`src/rtl/prescaled_counter_pkg.sv`:
```
// Shared constants for the prescaled digit counter: digit/segment widths,
// active-low seven-segment patterns (bit 0 = a .. bit 6 = g), radix selection
// and the nibble-to-segment helper used by the per-digit decoder.
package prescaled_counter_pkg;

   localparam int unsigned DIGIT_W = 4;
   localparam int unsigned SEG_W   = 7;

   // Segment patterns, written g..a, low = lit
   localparam logic [SEG_W-1:0] SEG_0 = 7'b1000000;
   localparam logic [SEG_W-1:0] SEG_1 = 7'b1111001;
   localparam logic [SEG_W-1:0] SEG_2 = 7'b0100100;
   localparam logic [SEG_W-1:0] SEG_3 = 7'b0110000;
   localparam logic [SEG_W-1:0] SEG_4 = 7'b0011001;
   localparam logic [SEG_W-1:0] SEG_5 = 7'b0010010;
   localparam logic [SEG_W-1:0] SEG_6 = 7'b0000010;
   localparam logic [SEG_W-1:0] SEG_7 = 7'b1111000;
   localparam logic [SEG_W-1:0] SEG_8 = 7'b0000000;
   localparam logic [SEG_W-1:0] SEG_9 = 7'b0010000;
   localparam logic [SEG_W-1:0] SEG_A = 7'b0001000;
   localparam logic [SEG_W-1:0] SEG_B = 7'b0000011;
   localparam logic [SEG_W-1:0] SEG_C = 7'b1000110;
   localparam logic [SEG_W-1:0] SEG_D = 7'b0100001;
   localparam logic [SEG_W-1:0] SEG_E = 7'b0000110;
   localparam logic [SEG_W-1:0] SEG_F = 7'b0001110;

   // Digit radix: decimal when bcd is nonzero, hexadecimal otherwise
   function automatic int unsigned radix_of(input int unsigned bcd);
      return (bcd != 0) ? 10 : 16;
   endfunction

   // Nibble to active-low segment pattern
   function automatic logic [SEG_W-1:0] seg7_encode(input logic [DIGIT_W-1:0] d);
      logic [SEG_W-1:0] s;
      case (d)
         4'h0:    s = SEG_0;
         4'h1:    s = SEG_1;
         4'h2:    s = SEG_2;
         4'h3:    s = SEG_3;
         4'h4:    s = SEG_4;
         4'h5:    s = SEG_5;
         4'h6:    s = SEG_6;
         4'h7:    s = SEG_7;
         4'h8:    s = SEG_8;
         4'h9:    s = SEG_9;
         4'hA:    s = SEG_A;
         4'hB:    s = SEG_B;
         4'hC:    s = SEG_C;
         4'hD:    s = SEG_D;
         4'hE:    s = SEG_E;
         default: s = SEG_F;
      endcase
      return s;
   endfunction

endpackage

```
`src/rtl/digit_seg7_decode.sv`:
```
// Single-digit 4-bit to active-low seven-segment decoder (combinational).
//   digit_i : nibble to display
//   seg_o   : segments, bit 0 = a .. bit 6 = g, low = lit
module digit_seg7_decode
   import prescaled_counter_pkg::*;
(
   input  logic [DIGIT_W-1:0] digit_i,
   output logic [SEG_W-1:0]   seg_o
);

   assign seg_o = seg7_encode(digit_i);

endmodule

```
`src/rtl/prescaled_digit_counter.sv`:
```
// Multi-digit up/down counter (BCD or hex digits) advanced once every
// TICK_DIV enabled clocks, with parallel load and seven-segment outputs.
//   clk      : clock, rising edge
//   Resetn   : asynchronous active-low reset
//   en       : enable for prescaler and counter
//   up       : 1 = count up, 0 = count down
//   load     : synchronous load strobe (priority over en)
//   load_val : load value, digit 0 in [3:0]
//   count    : registered count, digit 0 in [3:0]
//   tick     : one-cycle pulse in the cycle a step is visible on count
//   wrap     : one-cycle pulse with tick on full-range roll-over
//   hex      : active-low segments per digit, digit 0 in [6:0]
module prescaled_digit_counter
   import prescaled_counter_pkg::*;
#(
   parameter int unsigned DIGITS   = 2,
   parameter int unsigned BCD      = 1,
   parameter int unsigned TICK_DIV = 50000000
)(
   input  logic                       clk,
   input  logic                       Resetn,
   input  logic                       en,
   input  logic                       up,
   input  logic                       load,
   input  logic [DIGIT_W*DIGITS-1:0]  load_val,
   output logic [DIGIT_W*DIGITS-1:0]  count,
   output logic                       tick,
   output logic                       wrap,
   output logic [SEG_W*DIGITS-1:0]    hex
);

   localparam int unsigned CW         = DIGIT_W * DIGITS;
   localparam int unsigned RADIX      = radix_of(BCD);
   localparam logic [DIGIT_W-1:0] DIG_MAX = DIGIT_W'(RADIX - 1);
   localparam int unsigned PW         = (TICK_DIV > 1) ? $clog2(TICK_DIV) : 1;
   localparam logic [PW-1:0] PRESC_LAST = PW'(TICK_DIV - 1);

   logic [CW-1:0] count_q, count_d;
   logic [PW-1:0] presc_q, presc_d;
   logic          tick_q, tick_d;
   logic          wrap_q, wrap_d;

   logic [CW-1:0] step_val;
   logic [CW-1:0] load_clamped;
   logic          roll_all;

   // Ripple +/-1 across digits; roll_all is the carry/borrow out of the top digit
   always_comb begin
      logic                carry;
      logic [DIGIT_W-1:0]  d;
      carry    = 1'b1;
      d        = '0;
      step_val = count_q;
      for (int k = 0; k < int'(DIGITS); k++) begin
         d = count_q[k*DIGIT_W +: DIGIT_W];
         if (carry) begin
            if (up) begin
               if (d >= DIG_MAX) begin
                  step_val[k*DIGIT_W +: DIGIT_W] = '0;
               end else begin
                  step_val[k*DIGIT_W +: DIGIT_W] = d + DIGIT_W'(1);
                  carry = 1'b0;
               end
            end else begin
               if (d == '0) begin
                  step_val[k*DIGIT_W +: DIGIT_W] = DIG_MAX;
               end else begin
                  step_val[k*DIGIT_W +: DIGIT_W] = d - DIGIT_W'(1);
                  carry = 1'b0;
               end
            end
         end
      end
      roll_all = carry;
   end

   // Decimal digits cannot hold values above 9, so clamp loaded digits
   always_comb begin
      logic [DIGIT_W-1:0] lv;
      lv           = '0;
      load_clamped = load_val;
      for (int k = 0; k < int'(DIGITS); k++) begin
         lv = load_val[k*DIGIT_W +: DIGIT_W];
         if ((BCD != 0) && (lv > 4'd9)) begin
            load_clamped[k*DIGIT_W +: DIGIT_W] = 4'd9;
         end
      end
   end

   // Next state: load beats enable; a step happens on the last prescaler count
   always_comb begin
      count_d = count_q;
      presc_d = presc_q;
      tick_d  = 1'b0;
      wrap_d  = 1'b0;
      if (load) begin
         count_d = load_clamped;
         presc_d = '0;
      end else if (en) begin
         if (presc_q == PRESC_LAST) begin
            presc_d = '0;
            count_d = step_val;
            tick_d  = 1'b1;
            wrap_d  = roll_all;
         end else begin
            presc_d = presc_q + PW'(1);
         end
      end
   end

   // State registers
   always_ff @(posedge clk or negedge Resetn) begin
      if (!Resetn) begin
         count_q <= '0;
         presc_q <= '0;
         tick_q  <= 1'b0;
         wrap_q  <= 1'b0;
      end else begin
         count_q <= count_d;
         presc_q <= presc_d;
         tick_q  <= tick_d;
         wrap_q  <= wrap_d;
      end
   end

   assign count = count_q;
   assign tick  = tick_q;
   assign wrap  = wrap_q;

   // One segment decoder per digit, driven straight from the count register
   for (genvar g = 0; g < int'(DIGITS); g++) begin : g_seg
      digit_seg7_decode u_seg (
         .digit_i (count_q[g*DIGIT_W +: DIGIT_W]),
         .seg_o   (hex[g*SEG_W +: SEG_W])
      );
   end

endmodule

```
`config.mk`:
```
export PLATFORM = sky130hd
export DESIGN_NAME = prescaled_digit_counter
export DESIGN_NICKNAME = d
export VERILOG_FILES = /design/src/rtl/prescaled_counter_pkg.sv /design/src/rtl/digit_seg7_decode.sv /design/src/rtl/prescaled_digit_counter.sv
export SDC_FILE = /design/constraint.sdc
export NUM_CORES = 1
export LEC_CHECK = 0
export BUFFER_PORTS_ARGS = -buffer_cell sky130_fd_sc_hd__buf_2
export CELL_PAD_IN_SITES_DETAIL_PLACEMENT = 1
export CELL_PAD_IN_SITES_GLOBAL_PLACEMENT = 1
export CORE_MARGIN = 5
export CORE_UTILIZATION = 47
export CTS_CLUSTER_SIZE = 10
export DETAILED_ROUTE_END_ITERATION = 12
export HOLD_SLACK_MARGIN = 0.02
export PLACE_DENSITY = 0.9
export SLEW_MARGIN = 30
export SYNTH_ARGS = -nofsm -noshare
export SYNTH_HDL_FRONTEND = slang
export SYNTH_SLANG_ARGS = --single-unit
```
`constraint.sdc`:
```
create_clock -name clk -period 5.1 [get_ports clk]
set_input_delay 1.02 -clock clk [delete_from_list [all_inputs] [get_ports clk]]
set_output_delay 1.02 -clock clk [all_outputs]
set_load 0.01 [all_outputs]
```
==> results.md <==
- FF-to-FF Start: presc_q[7]
- Sequential power share: 0.453
- Placed cell area: 2950 µm²
- Pin count of the biggest net entering global routing: 37
- Worst slew margin: 0.458
- Synth Area in XOR/XNOR: 0.0638
- CTS tree: yes
- Simple-gate area share of the yosys netlist: 0.278
- Area of the die: about 7500 µm²
- Area grow syn2layout: 10.9%
- Status: complete, no violations
- Pwr dens: ~230 nW/µm²
- Main combinational cell family by area after synthesis: simple AND/OR/NAND/NOR gates
- Setup TNS: 0 ns
- Ys Warns: 0
- Routed vias/inst: 6.03
- CP startpoint kind: register
- PostCTS Resize Cnt: 0
- Synth cell types: 56
- Mapped Nets: 346
- I/O Pins: 37
- Synth top area share: 0.328
- Unrepaired setup endpoints after global routing: no
- CTS clk-pin slew, worst paths: 0.07 ns
- CTS buffer count: 5
- Crit path to: hex[7]
- Synth Area in Compound Gates: 0.186
- Final worst-path cycle share: 0.588
- Max clock buf depth: 2
- Synthesized flop and latch total: 36
- Iteration-0 DRC Markers: 62
- Core Area: around 5600 µm²
- Chip Height: 86.4 µm
- Adder-cell share of the synthesized area: 0.0593
- Final instance area: around 3000 µm²
- H-tree depth: 2
- Post-route ant nets: 0
- Register area share after synthesis: 0.328
- Worst Reg-to-Reg Cells: 5
- Top cells by area, synth: dfrtp_1 33%, ha_1 5.9%, xor2_1 5.4%, nor2_1 4.5%, nand2_1 3.8%
- CTS Hold Bufs: 0
- Overall Global Routing Usage: 0.214
- Fraction of registers with async set/reset: 1.00
- NetSw: 0.229 mW
- Worst-Margin Slew: 0.813 ns
- Hold Crit Class: register to register
- Mux cell area share after synthesis: 0.0365
- Worst r2r dst: count[2]
- Clk sinks: 36
- Total of max-cap violations: 0
- Worst setup path startpoint: count[4]
- IO buf count: 36
- CP Capture Type: output pin
- Max Fclk: 333 MHz
- WHS: 0.562 ns
- First-pass GRT wire length: around 13000 µm
- Vias: ~2500
- Top_reg_cell synth: dfrtp_1
- Routed wire length: 7580 µm
- Slew Limit Fails: 0
- Number of flops mapped to enable cells by yosys: 0
- Skew final: 0.00329 ns
- VDD IR max: 0.141 mV
- Die W: a little under 90 µm
- Detailed-placement wirelength estimate: 5510 µm
- Cell taking the most area after synthesis: dfrtp_1
- Synth Cell Area: 2740 µm²
- P_int: 0.484 mW
- Placer Congestion: ~0.80
- DRT Pass-1 Iters: 5
- Leak: 1.32 nW
- Share of cells above drive strength 1: 0.176
- Switch share: 0.321
- Core Rows: 27
- Avg Cell Area, Syn: 8.57 µm²
- Critical Path AT: 1.98 ns
- Combinational share of power: 0.241
- Setup-failing EPs final: 0
- Antenna violations before repair: 0
- Fin nets: 373
- Grt total ovfl: 0
- Postcts setup bufs: 0
- Starting density of the core: 0.492
- R2r setup slk: 2.50 ns
- Final worst path period need: roughly 3 ns
- Remaining DRCs: 0
- Worst setup path class: register to output pin
- N_diodes: 0
- Cell count after synthesis: between 300 and 400
- CP Max Fanout: 12
- Hold Fails Final Rpt: 0
- CTS root buffer: clkbuf_8
- Fillers: 684
- Clock Power Share: 0.307
- DR WL/cell: approximately 18 µm
- Vias in the first global route: 2631
- Worst-Skew Late Latency: 0.29 ns
- Worst Path Required: 4.08 ns
-- worst min path at each step --
stage / start / endpoint / depth (start not counted)
2_1_floorplan: presc_q[25] / presc_q[25] / 2
4_1_cts: presc_q[14] / presc_q[14] / 2
3_5_place_dp: presc_q[14] / presc_q[14] / 2
3_3_place_gp: presc_q[15] / presc_q[15] / 2
6_report: presc_q[14] / presc_q[14] / 2
5_1_grt: presc_q[25] / presc_q[25] / 2
-- worst max-delay path, stage by stage, from the launching register on --
cell	delay [ns]
dfrtp_1	0.62
inv_1	0.16
ha_1	0.30
ha_1	0.22
nor3_1	0.17
a21oi_1	0.05
buf_2	0.17
-- power by group through the flow --
stage	combinational (mW)	sequential, mW	clock (mW)
floorplan	0.122	0.312	0
global placement	0.166	0.327	0
detailed placement	0.173	0.328	0
CTS	0.173	0.322	0.224
global route	0.193	0.326	0.236
finish	0.171	0.323	0.218
-- through the flow --
step / setup slack (ns) / power, mW / cells / util
3_5_place_dp: 2.02 / 0.500 / 412 / 0.529
6_report: 2.10 / 0.713 / 419 / 0.546
2_1_floorplan: 2.53 / 0.435 / 320 / -
3_3_place_gp: 2.20 / 0.493 / 412 / 0.529
4_1_cts: 2.12 / 0.719 / 419 / 0.546
5_1_grt: 1.95 / 0.755 / 419 / 0.546
-- state kept, by name (all words and copies together) (netlist names) --
| register | count |
|---|---|
| tick | 1 |
| wrap | 1 |
| count | 8 |
| presc_q | 26 |
-- cell usage in the layout, fill, tap and decap left out, types with 3 or more instances in the layout --
| cell | Yosys | routed |
|---|---|---|
| xor2_1 | 17 | 17 |
| and4_1 | 3 | 3 |
| inv_1 | 16 | 16 |
| nor2b_1 | 3 | 3 |
| nor2_1 | 33 | 33 |
| and2_1 | 3 | 3 |
| a21oi_1 | 19 | 19 |
| o21ai_0 | 15 | 15 |
| a211oi_1 | 4 | 4 |
| o22ai_1 | 3 | 3 |
| nand3_1 | 14 | 14 |
| nor4_2 | 5 | 5 |
| o21ai_1 | 3 | 3 |
| clkbuf_8 | 0 | 7 |
| dfrtp_1 | 36 | 36 |
| nand4_1 | 10 | 10 |
| nand2_1 | 28 | 28 |
| o31ai_1 | 6 | 6 |
| mux2i_1 | 10 | 10 |
| nor3_1 | 8 | 8 |
| nor3b_1 | 3 | 3 |
| or3_1 | 5 | 5 |
| buf_2 | 0 | 36 |
| ha_1 | 13 | 13 |
| xnor2_1 | 3 | 3 |
-- layer usage --
metal  up-vias  track usage  part of all wire
met5         -            0                 0
met4         0       0.0552             0.012
met3        14       0.0314             0.041
met2        51        0.387              0.53
met1      1239        0.265              0.42
li1       1222            -                 -
-- cell families (layout without fill, tap and decap cells) --
group | Yosys count | after routing
AOI/OAI and AO/OA | 75 | 75
xor gates and xnor gates | 20 | 20
adders and majority gates | 13 | 13
buffers and inverters | 33 | 60
DFF | 36 | 36
muxes | 10 | 10
and+or+nand+nor | 133 | 133
-- cell usage after synthesis (3+ instances only) --
master and number:
dfrtp_1 36, nor2_1 33, nand2_1 28, a21oi_1 19, xor2_1 17, inv_1 16
o21ai_0 15, nand3_1 14, ha_1 13, clkbuf_1 12, mux2i_1 10, nand4_1 10
nor3_1 8, o31ai_1 6, nor4_2 5, or3_1 5, a211oi_1 4, and2_1 3
and4_1 3, nor2b_1 3, nor3b_1 3, o21ai_1 3, o22ai_1 3, xnor2_1 3
-- final cells by class --
type / count / area (µm²) / share of cell area
multi-input combinational: 251 / 1710 / 0.562
sequential: 36 / 901 / 0.296
timing repair buffer: 36 / 180 / 0.0592
clock buffer: 7 / 96.3 / 0.0317
tap: 72 / 90.1 / 0.0296
inverter: 17 / 63.8 / 0.0210
No activity file was read; power rests on OpenSTA's default activity.
